<file path="config.mk">
export PLATFORM = sky130hd
export DESIGN_NAME = bcd_countdown_timer
export DESIGN_NICKNAME = d
export VERILOG_FILES = /design/src/rtl/timer_pkg.sv /design/src/rtl/tick_prescaler.sv /design/src/rtl/bcd_countdown_timer.sv
export SDC_FILE = /design/constraint.sdc
export NUM_CORES = 1
export LEC_CHECK = 0
export BUFFER_PORTS_ARGS = -buffer_cell sky130_fd_sc_hd__buf_2
export CAP_MARGIN = 20
export CORE_MARGIN = 4
export CORE_UTILIZATION = 57
export CTS_BUF_LIST = sky130_fd_sc_hd__clkbuf_16
export DETAILED_ROUTE_END_ITERATION = 6
export PLACE_DENSITY = 0.8
export SLEW_MARGIN = 20
export SYNTH_ARGS = -nofsm -noshare
export SYNTH_HDL_FRONTEND = slang
export SYNTH_SLANG_ARGS = --single-unit
</file>
<file path="constraint.sdc">
create_clock -name clk -period 2.4 [get_ports clk]
set_input_delay 0.12 -clock clk [delete_from_list [all_inputs] [get_ports clk]]
set_output_delay 0.12 -clock clk [all_outputs]
set_load 0.05 [all_outputs]
</file>
<file path="src/rtl/timer_pkg.sv">
// Shared definitions for the BCD countdown timer: state encoding, BCD digit
// constants and helpers for digit saturation and prescaler sizing.
package timer_pkg;

    typedef enum logic [1:0] {
        ST_IDLE  = 2'd0,
        ST_RUN   = 2'd1,
        ST_PAUSE = 2'd2,
        ST_DONE  = 2'd3
    } state_t;

    localparam int              BCD_W   = 4;
    localparam logic [BCD_W-1:0] BCD_MAX = 4'd9;

    // Bits needed to hold 0 .. period-1, i.e. ceil(log2(period)).
    function automatic int presc_width(input int period);
        return (period < 2) ? 1 : $clog2(period);
    endfunction

    function automatic logic [BCD_W-1:0] bcd_sat(input logic [BCD_W-1:0] d);
        return (d > BCD_MAX) ? BCD_MAX : d;
    endfunction

endpackage

</file>
<file path="src/rtl/tick_prescaler.sv">
// Free-running divider: counts enabled cycles and pulses tick for one cycle at
// terminal count (TICK_PERIOD-1), wrapping to 0 on the same edge.
module tick_prescaler
    import timer_pkg::*;
#(
    parameter int TICK_PERIOD = 100_000_000
) (
    input  logic clk,
    input  logic rst,
    input  logic clear,
    input  logic enable,
    output logic tick
);

    localparam int           W    = presc_width(TICK_PERIOD);
    localparam logic [W-1:0] TERM = W'(TICK_PERIOD - 1);

    logic [W-1:0] r_count;

    assign tick = enable && (r_count == TERM);

    // clear outranks enable so a restart always begins a full period.
    always_ff @(posedge clk) begin
        if (rst) begin
            r_count <= '0;
        end else if (clear) begin
            r_count <= '0;
        end else if (enable) begin
            r_count <= tick ? '0 : r_count + W'(1);
        end
    end

endmodule

</file>
<file path="src/rtl/bcd_countdown_timer.sv">
// Two-digit BCD countdown timer with run/pause/load control and a done flag.
// Define BCD_COUNTDOWN_TIMER_BLINK_EN to blink the display enable while in DONE.
module bcd_countdown_timer
    import timer_pkg::*;
#(
    parameter int TICK_PERIOD = 100_000_000
) (
    input  logic             clk,
    input  logic             rst,
    input  logic             start_stop,
    input  logic             load,
    input  logic [BCD_W-1:0] load_val1,
    input  logic [BCD_W-1:0] load_val0,
    output logic [BCD_W-1:0] hex1,
    output logic [BCD_W-1:0] hex0,
    output logic             en7Seg,
    output logic             done,
    output logic [1:0]       o_dbg_state
);

    state_t           r_state;
    logic [BCD_W-1:0] r_hex1;
    logic [BCD_W-1:0] r_hex0;
    logic             r_en;
    logic             r_done;

    state_t           w_state_nxt;
    logic [BCD_W-1:0] w_hex1_nxt;
    logic [BCD_W-1:0] w_hex0_nxt;
    logic             w_en_nxt;
    logic             w_done_nxt;
    logic             w_clear;
    logic             w_enable;
    logic             w_tick;
    logic             w_nonzero;
    logic             w_is_one;

    assign w_nonzero = (r_hex1 != '0) || (r_hex0 != '0);
    assign w_is_one  = (r_hex1 == '0) && (r_hex0 == BCD_W'(1));

`ifdef BCD_COUNTDOWN_TIMER_BLINK_EN
    assign w_enable = (r_state == ST_RUN) || (r_state == ST_DONE);
`else
    assign w_enable = (r_state == ST_RUN);
`endif

    tick_prescaler #(
        .TICK_PERIOD(TICK_PERIOD)
    ) u_prescaler (
        .clk    (clk),
        .rst    (rst),
        .clear  (w_clear),
        .enable (w_enable),
        .tick   (w_tick)
    );

    always_comb begin
        w_state_nxt = r_state;
        w_hex1_nxt  = r_hex1;
        w_hex0_nxt  = r_hex0;
        w_en_nxt    = r_en;
        w_clear     = 1'b0;

        if (load) begin
            w_hex1_nxt  = bcd_sat(load_val1);
            w_hex0_nxt  = bcd_sat(load_val0);
            w_state_nxt = ST_IDLE;
            w_clear     = 1'b1;
            w_en_nxt    = 1'b1;
        end else begin
            case (r_state)
                ST_IDLE: begin
                    if (start_stop && w_nonzero) begin
                        w_state_nxt = ST_RUN;
                        w_clear     = 1'b1;
                    end
                end
                ST_RUN: begin
                    if (w_tick) begin
                        if (r_hex0 != '0) begin
                            w_hex0_nxt = r_hex0 - BCD_W'(1);
                        end else begin
                            w_hex0_nxt = BCD_MAX;
                            w_hex1_nxt = r_hex1 - BCD_W'(1);
                        end
                    end
                    // Reaching 00 takes precedence over a coincident pause.
                    if (w_tick && w_is_one) begin
                        w_state_nxt = ST_DONE;
                        w_clear     = 1'b1;
                    end else if (start_stop) begin
                        w_state_nxt = ST_PAUSE;
                    end
                end
                ST_PAUSE: begin
                    if (start_stop) begin
                        w_state_nxt = ST_RUN;
                    end
                end
                ST_DONE: begin
`ifdef BCD_COUNTDOWN_TIMER_BLINK_EN
                    if (w_tick) begin
                        w_en_nxt = ~r_en;
                    end
`endif
                end
                default: begin
                    w_state_nxt = ST_IDLE;
                end
            endcase
        end

        w_done_nxt = (w_state_nxt == ST_DONE);
    end

    always_ff @(posedge clk) begin
        if (rst) begin
            r_state <= ST_IDLE;
            r_hex1  <= '0;
            r_hex0  <= '0;
            r_en    <= 1'b1;
            r_done  <= 1'b0;
        end else begin
            r_state <= w_state_nxt;
            r_hex1  <= w_hex1_nxt;
            r_hex0  <= w_hex0_nxt;
            r_en    <= w_en_nxt;
            r_done  <= w_done_nxt;
        end
    end

    assign hex1        = r_hex1;
    assign hex0        = r_hex0;
    assign en7Seg      = r_en;
    assign done        = r_done;
    assign o_dbg_state = r_state;

endmodule

</file>
==> summary.txt, run 1 <==
Outcome
  – Status: completed

Clock network
  – H-tree Lvls: 2
  – Max clock buf depth: 2
  – Root buf cell: clkbuf_16
  – Post-CTS sizing: 0
  – CTS tree: yes
  – CTS Hold Bufs: 0
  – TritonCTS buffer count: 5
  – Setup Fix Bufs, Post-CTS: 0
  – Worst-path clk slew: roughly 50 ps
  – Later-pin clock latency in the skew report: ~280 ps
  – Clock sinks: 38

Place
  – Placer congestion estimate: between 0.8 and 0.9
  – Dpl hpwl: between 2000 and 3000 um
  – Placed cell count: just under 300
  – Port buffer count: 22

Synth
  – Average instance area after synthesis: 8.186 um^2
  – Most frequent cell after synthesis: dfxtp_1
  – EDFF count, synth: 0
  – Yosys cell types: 40
  – Yosys top cell area share: slightly below 40%
  – Syn_nets: 250
  – Most common library cells after synthesis: dfxtp_1, nor2_1, nand2_1
  – Main flop type after synthesis: dfxtp_1
  – Ys Warns: 0
  – Seq/Total Area, Yosys: between 30% and 40%
  – Post-Syn Instances: between 200 and 250
  – Largest cells by area after synthesis: dfxtp_1, xnor2_1, nor2_1
  – Post-Syn Area: between 1500 and 2000 um^2
  – Asr flop ratio synth: 0%
  – Synthesized flop and latch total: 38
  – Cell accounting for the most synthesized area: dfxtp_1

STA
  – Final setup skew: a little over 4 ps
  – Hold_ws: ~80 ps
  – Final setup viols: 0
  – Post-Route Setup TNS: 0 ps
  – Fin crit share: between 80 and 90%
  – Worst slew pin tran: slightly above 500 ps
  – RSZ-0062 raised after global routing: no
  – Relative slew margins: roughly two thirds
  – Final hold violations: 0
  – Fmax: around 500 MHz
  – Final Critical Period: around 2000 ps
  – Pins Over Slew Limit: 0

Routing
  – Pre-antenna DRT Iters: 4
  – Drt drc: 0
  – DRT antenna net count: 0
  – Initial DRC Count: about 150
  – Drt via density: 5.592
  – Vias: around 1.7k
  – Per-cell routed wire length: between 10 and 15 um
  – Total Wirelength: between 3000 and 4000 um

Floorplanning
  – Die Span Y: approximately 66 um
  – I/O pin cnt: 24
  – Cell Rows: 20
  – Core Area: about 3200 um^2
  – Die area: 4384 um^2
  – Starting Density: 61.27%
  – Die Wd: 66.22 um

Global route
  – Global-route wire length before repair: 6748 um
  – Grt ovf: 0
  – Largest net degree at the start of global routing: 26
  – Number of global-route vias before repair: around 1.5k
  – Overall global routing resource usage: about a fifth
  – Initial antenna violation count: 0

Worst setup path
  – Reg2Reg Depth: 6
  – Cells along the critical path: ha_1 -> and4b_4 -> nand3_2 -> or3_4 -> o31a_1 -> o31a_1
  – Crit-path leading delay family: simple AND/OR/NAND/NOR gates
  – CP dominant cell by count: o31a_1
  – Critical setup path kind: reg -> reg
  – Critical path depth: 6
  – CP max-delay cell: or3_4
  – Worst Path Arrival: 2170 ps
  – CP max FO: 11
  – Buf+Inv Stages, Crit Path: 0
  – R2R setup slack: ~390 ps
  – Critical Path End Type: register
  – Max incr delay on CP: 470 ps
  – Critical Path RT: roughly 2600 ps
  – CP startpoint kind: register

Finish
  – Layout cells sized above 1: between 10 and 15%
  – Final Util: 70.32%
  – Layout Nets: ~280
  – Area Growth Syn to Fin: 14.77%
  – Number of fill cells: between 200 and 300
  – Antenna cell count: 0
  – Non-Filler Instances: around 300

Power
  – Pwr dens: about 630 nW/um^2
  – Design Power: around 1.4 mW
  – Lkg Pwr: about 0.76 nW
  – Peak VDD IR: just under 0.0004 V

Hold path
  – HP Class: in -> reg
  – WHS Path Cells: 2

Flow run
  – Number of max-cap violations: 0
area by class of cell:
class                           instances  area, um^2  area share (%)
Multi-Input combinational cell        176        1072           48.36
Timing Repair Buffer                   28       155.1           6.998
Clock buffer                            5       125.1           5.643
Inverter                               12       45.04           2.032
Sequential cell                        38       760.7           34.31
Clock inverter                          1       3.754          0.1693
Tap cell                               44       55.05           2.483
sequential cells by signal, indices dropped and copies added (netlist names):
| signal | count |
|---|---|
| done | 1 |
| hex0 | 4 |
| hex1 | 4 |
| o_dbg_state | 2 |
| u_prescaler.r_count | 27 |
final timing paths:
check,start,to
worst min register to register,u_prescaler.r_count[1],u_prescaler.r_count[1]
worst min-delay path,load_val1[1],hex1[1]
worst max-delay path,u_prescaler.r_count[0],hex1[3]
worst max register to register,u_prescaler.r_count[0],hex1[3]
worst reg2reg max path, delay by kind of cell (launching register included):
family,cells,cell delay [ps]
compound gates,2,540
simple gates,3,830
fa+ha+maj,1,180
flops,1,360
per-stage QoR:
stage               cell area, um^2  setup WS [ps]
finish                         2217          392.8
global route                   2217          275.6
CTS                            2217          379.6
detailed placement             2088          389.9
global placement               2088          443.4
floorplan                      1932          220.9
power by group:
part	leakage, nW	internal, mW	total (mW)	switching [mW]
combinational	0.388	0.0448	0.133	0.0883
sequential	0.308	0.641	0.655	0.0138
clock	0.0632	0.369	0.599	0.230
total	0.759	1.05	1.39	0.332
routing by layer:
metal | vias up | share of wire [%] | track usage, % | routed length [um]
met4 | 0 | 1.1 | 8.376 | 44
met5 | - | 0 | 0 | 0
li1 | 874 | - | - | -
met1 | 790 | 48 | 26.07 | 1903
met2 | 32 | 46 | 30.86 | 1814
met3 | 4 | 4.6 | 4.592 | 180
placed cells by master, fill, tap and decap left out, types with 3 or more instances in the layout:
master | Yosys | final
buf_2 | 4 | 22
a21oi_1 | 8 | 8
and4_1 | 4 | 4
nor4_1 | 13 | 13
dfxtp_1 | 38 | 38
xor2_1 | 7 | 7
o21a_1 | 3 | 3
nor3_1 | 10 | 10
nand3_1 | 9 | 9
clkbuf_16 | 0 | 5
o21ai_0 | 5 | 5
buf_4 | 1 | 6
o31a_1 | 5 | 5
inv_1 | 12 | 12
nor2_1 | 34 | 34
nand4_1 | 9 | 9
xnor2_1 | 19 | 19
a31oi_1 | 3 | 3
nand2_1 | 21 | 21
cells by family (layout without fill, tap and decap cells):
kind of cell | Yosys count | count (layout) | synth area share [%]
muxes | 1 | 1 | 0.5182
buffers and inverters | 22 | 46 | 5.116
xor gates and xnor gates | 26 | 26 | 11.79
adders and majority gates | 2 | 2 | 1.295
DFF | 38 | 38 | 39.38
and+or+nand+nor | 116 | 116 | 31.41
AOI/OAI and AO/OA | 30 | 30 | 10.30
other | 1 | 1 | 0.1941
(Power assumes the default switching activity.)
==> inputs of run 2 (changes only) <==
clock period = 1.9 ns   (was 2.4 ns; I/O delays follow)
==> summary.txt, run 2 (synthesized netlist as in run 1, its figures left out) <==
Outcome
  – Status: complete, but fails checks
  – Failing checks: setup timing

Power
  – Sw Pwr: around 0.45 mW
  – Design Power: ~2.0 mW
  – Clock Power Share: a little under half
  – Pwr dens: 765.4 nW/um^2
  – Comb pwr share: around a tenth
  – Sw frac: ~23%
  – Sequential share of power: around 42%
  – Peak VDD IR: between 0.0006 and 0.0007 V
  – Lkg Pwr: between 0.9 and 1 nW
  – P_int: around 1.5 mW

Global route
  – Largest net degree at the start of global routing: 26
  – Global-route wire length before repair: roughly 7400 um
  – Initial antenna violation count: 0
  – Overall global routing resource usage: between 20 and 25%
  – Number of global-route vias before repair: between 1.5k and 2k
  – Grt ovf: 0

STA
  – Final setup skew: 3.728 ps
  – Final hold violations: 0
  – Relative slew margins: about three fifths
  – Post-Route Setup TNS: -34.54 ps
  – Worst slew pin tran: roughly 600 ps
  – Fin crit share: 101.8%
  – Slack of the critical path: -34.54 ps
  – Hold_ws: 44.51 ps
  – Fmax: between 500 and 600 MHz
  – Final setup viols: 1
  – Final Critical Period: 1935 ps
  – RSZ-0062 raised after global routing: yes
  – Pins Over Slew Limit: 0

Clock network
  – Root buf cell: clkbuf_16
  – Later-pin clock latency in the skew report: between 200 and 300 ps
  – CTS tree: yes
  – H-tree Lvls: 2
  – Worst-path clk slew: approximately 60 ps
  – CTS Hold Bufs: 0
  – TritonCTS buffer count: 5
  – Max clock buf depth: 2
  – Clock sinks: 38

Worst setup path
  – CP max FO: 5
  – CP startpoint kind: register
  – Worst Path Arrival: 2150 ps
  – Critical setup path kind: reg -> reg
  – Critical Path End Type: register
  – Critical Path RT: 2120 ps

Place
  – Placed Area: around 2300 um^2
  – Port buffer count: 22
  – Placed cell count: 320
  – Dpl hpwl: roughly 3200 um
  – Placer congestion estimate: just under 0.9

Routing
  – Per-cell routed wire length: around 14 um
  – Drt via density: roughly 5.6
  – Drt drc: 0
  – Vias: between 1.5k and 2k
  – Met3 wire length: about 210 um
  – Highest metal used: met4
  – Met2 WL: between 2000 and 2500 um
  – DRT antenna net count: 0
  – Total Wirelength: ~4700 um
  – Pre-antenna DRT Iters: 4
  – WL met1: ~2100 um
  – Initial DRC Count: ~120

Floorplanning
  – Cell Rows: 20
  – Die Wd: approximately 66 um
  – I/O pin cnt: 24
  – Die area: between 4000 and 5000 um^2
  – Core Area: roughly 3200 um^2
  – Starting Density: approximately three fifths
  – Die Span Y: between 60 and 70 um

Finish
  – Fin area: roughly 2500 um^2
  – Area Growth Syn to Fin: 31.93%
  – Layout Nets: 299
  – Layout cells sized above 1: between 20% and 30%
  – Antenna cell count: 0
  – Max reg flops: 27
  – Non-Filler Instances: 330
  – Most frequent cells in the layout: nor2_1, dfxtp_1, buf_4
  – Reg with most FFs: u_prescaler.r_count
  – Most common cell after layout, fill and taps aside: nor2_1

Flow run
  – Number of max-cap violations: 0

Hold path
  – HP Class: in -> reg
-- run 2: final cells by class --
class	instances	area, um^2
multi-input combinational	176	1142
fill	218	604.3
sequential	38	772.0
clock buffer	5	125.1
tap	44	55.05
inverter	12	45.04
timing repair buffer	52	369.1
clock inverter	3	40.04
-- run 2: worst paths after layout --
check | from | to | slack [ps] | cells past startpoint
setup / recovery | u_prescaler.r_count[15] | hex1[3] | -30 | 6
hold / removal | start_stop | o_dbg_state[0] | 40 | 2
setup reg to reg | u_prescaler.r_count[15] | hex1[3] | -30 | 6
hold reg to reg | o_dbg_state[0] | done | 500 | 2
-- run 2: repair_timing --
item	CTS	global route
endpoints found under the setup margin	11	36
setup buffers	0	1
gates cloned	0	1
gates resized for setup	1	14
pin swaps	0	8
-- run 2: power groups by stage --
stage | registers, mW | logic (mW) | clock network, mW
global route | 0.830 | 0.216 | 0.976
floorplan | 0.877 | 0.0846 | 0
global placement | 0.842 | 0.179 | 0
detailed placement | 0.842 | 0.181 | 0
CTS | 0.825 | 0.185 | 0.938
finish | 0.827 | 0.202 | 0.922
-- run 2: through the flow --
stage / util [%] / setup slack (ps)
after floorplan: - / 0.08360
after global placement: 72.30 / 65.97
after detailed placement: 72.30 / 22.60
after CTS: 77.74 / 1.942
after global routing: 80.83 / -96.57
final: 80.83 / -34.54
-- run 2: worst max-delay path, stage by stage (launching register included) --
cell     delay [ps]
dfxtp_1         390
and4_4          260
nand4_1         120
or3_4           440
buf_4           170
nor4_2          320
o31a_1          170
-- run 2: metal layers --
| metal | vias up | global-route usage, % |
|---|---|---|
| met5 | - | 0 |
| met4 | 0 | 7.360 |
| met3 | 10 | 5.612 |
| met2 | 44 | 34.70 |
| met1 | 877 | 29.60 |
| li1 | 930 | - |
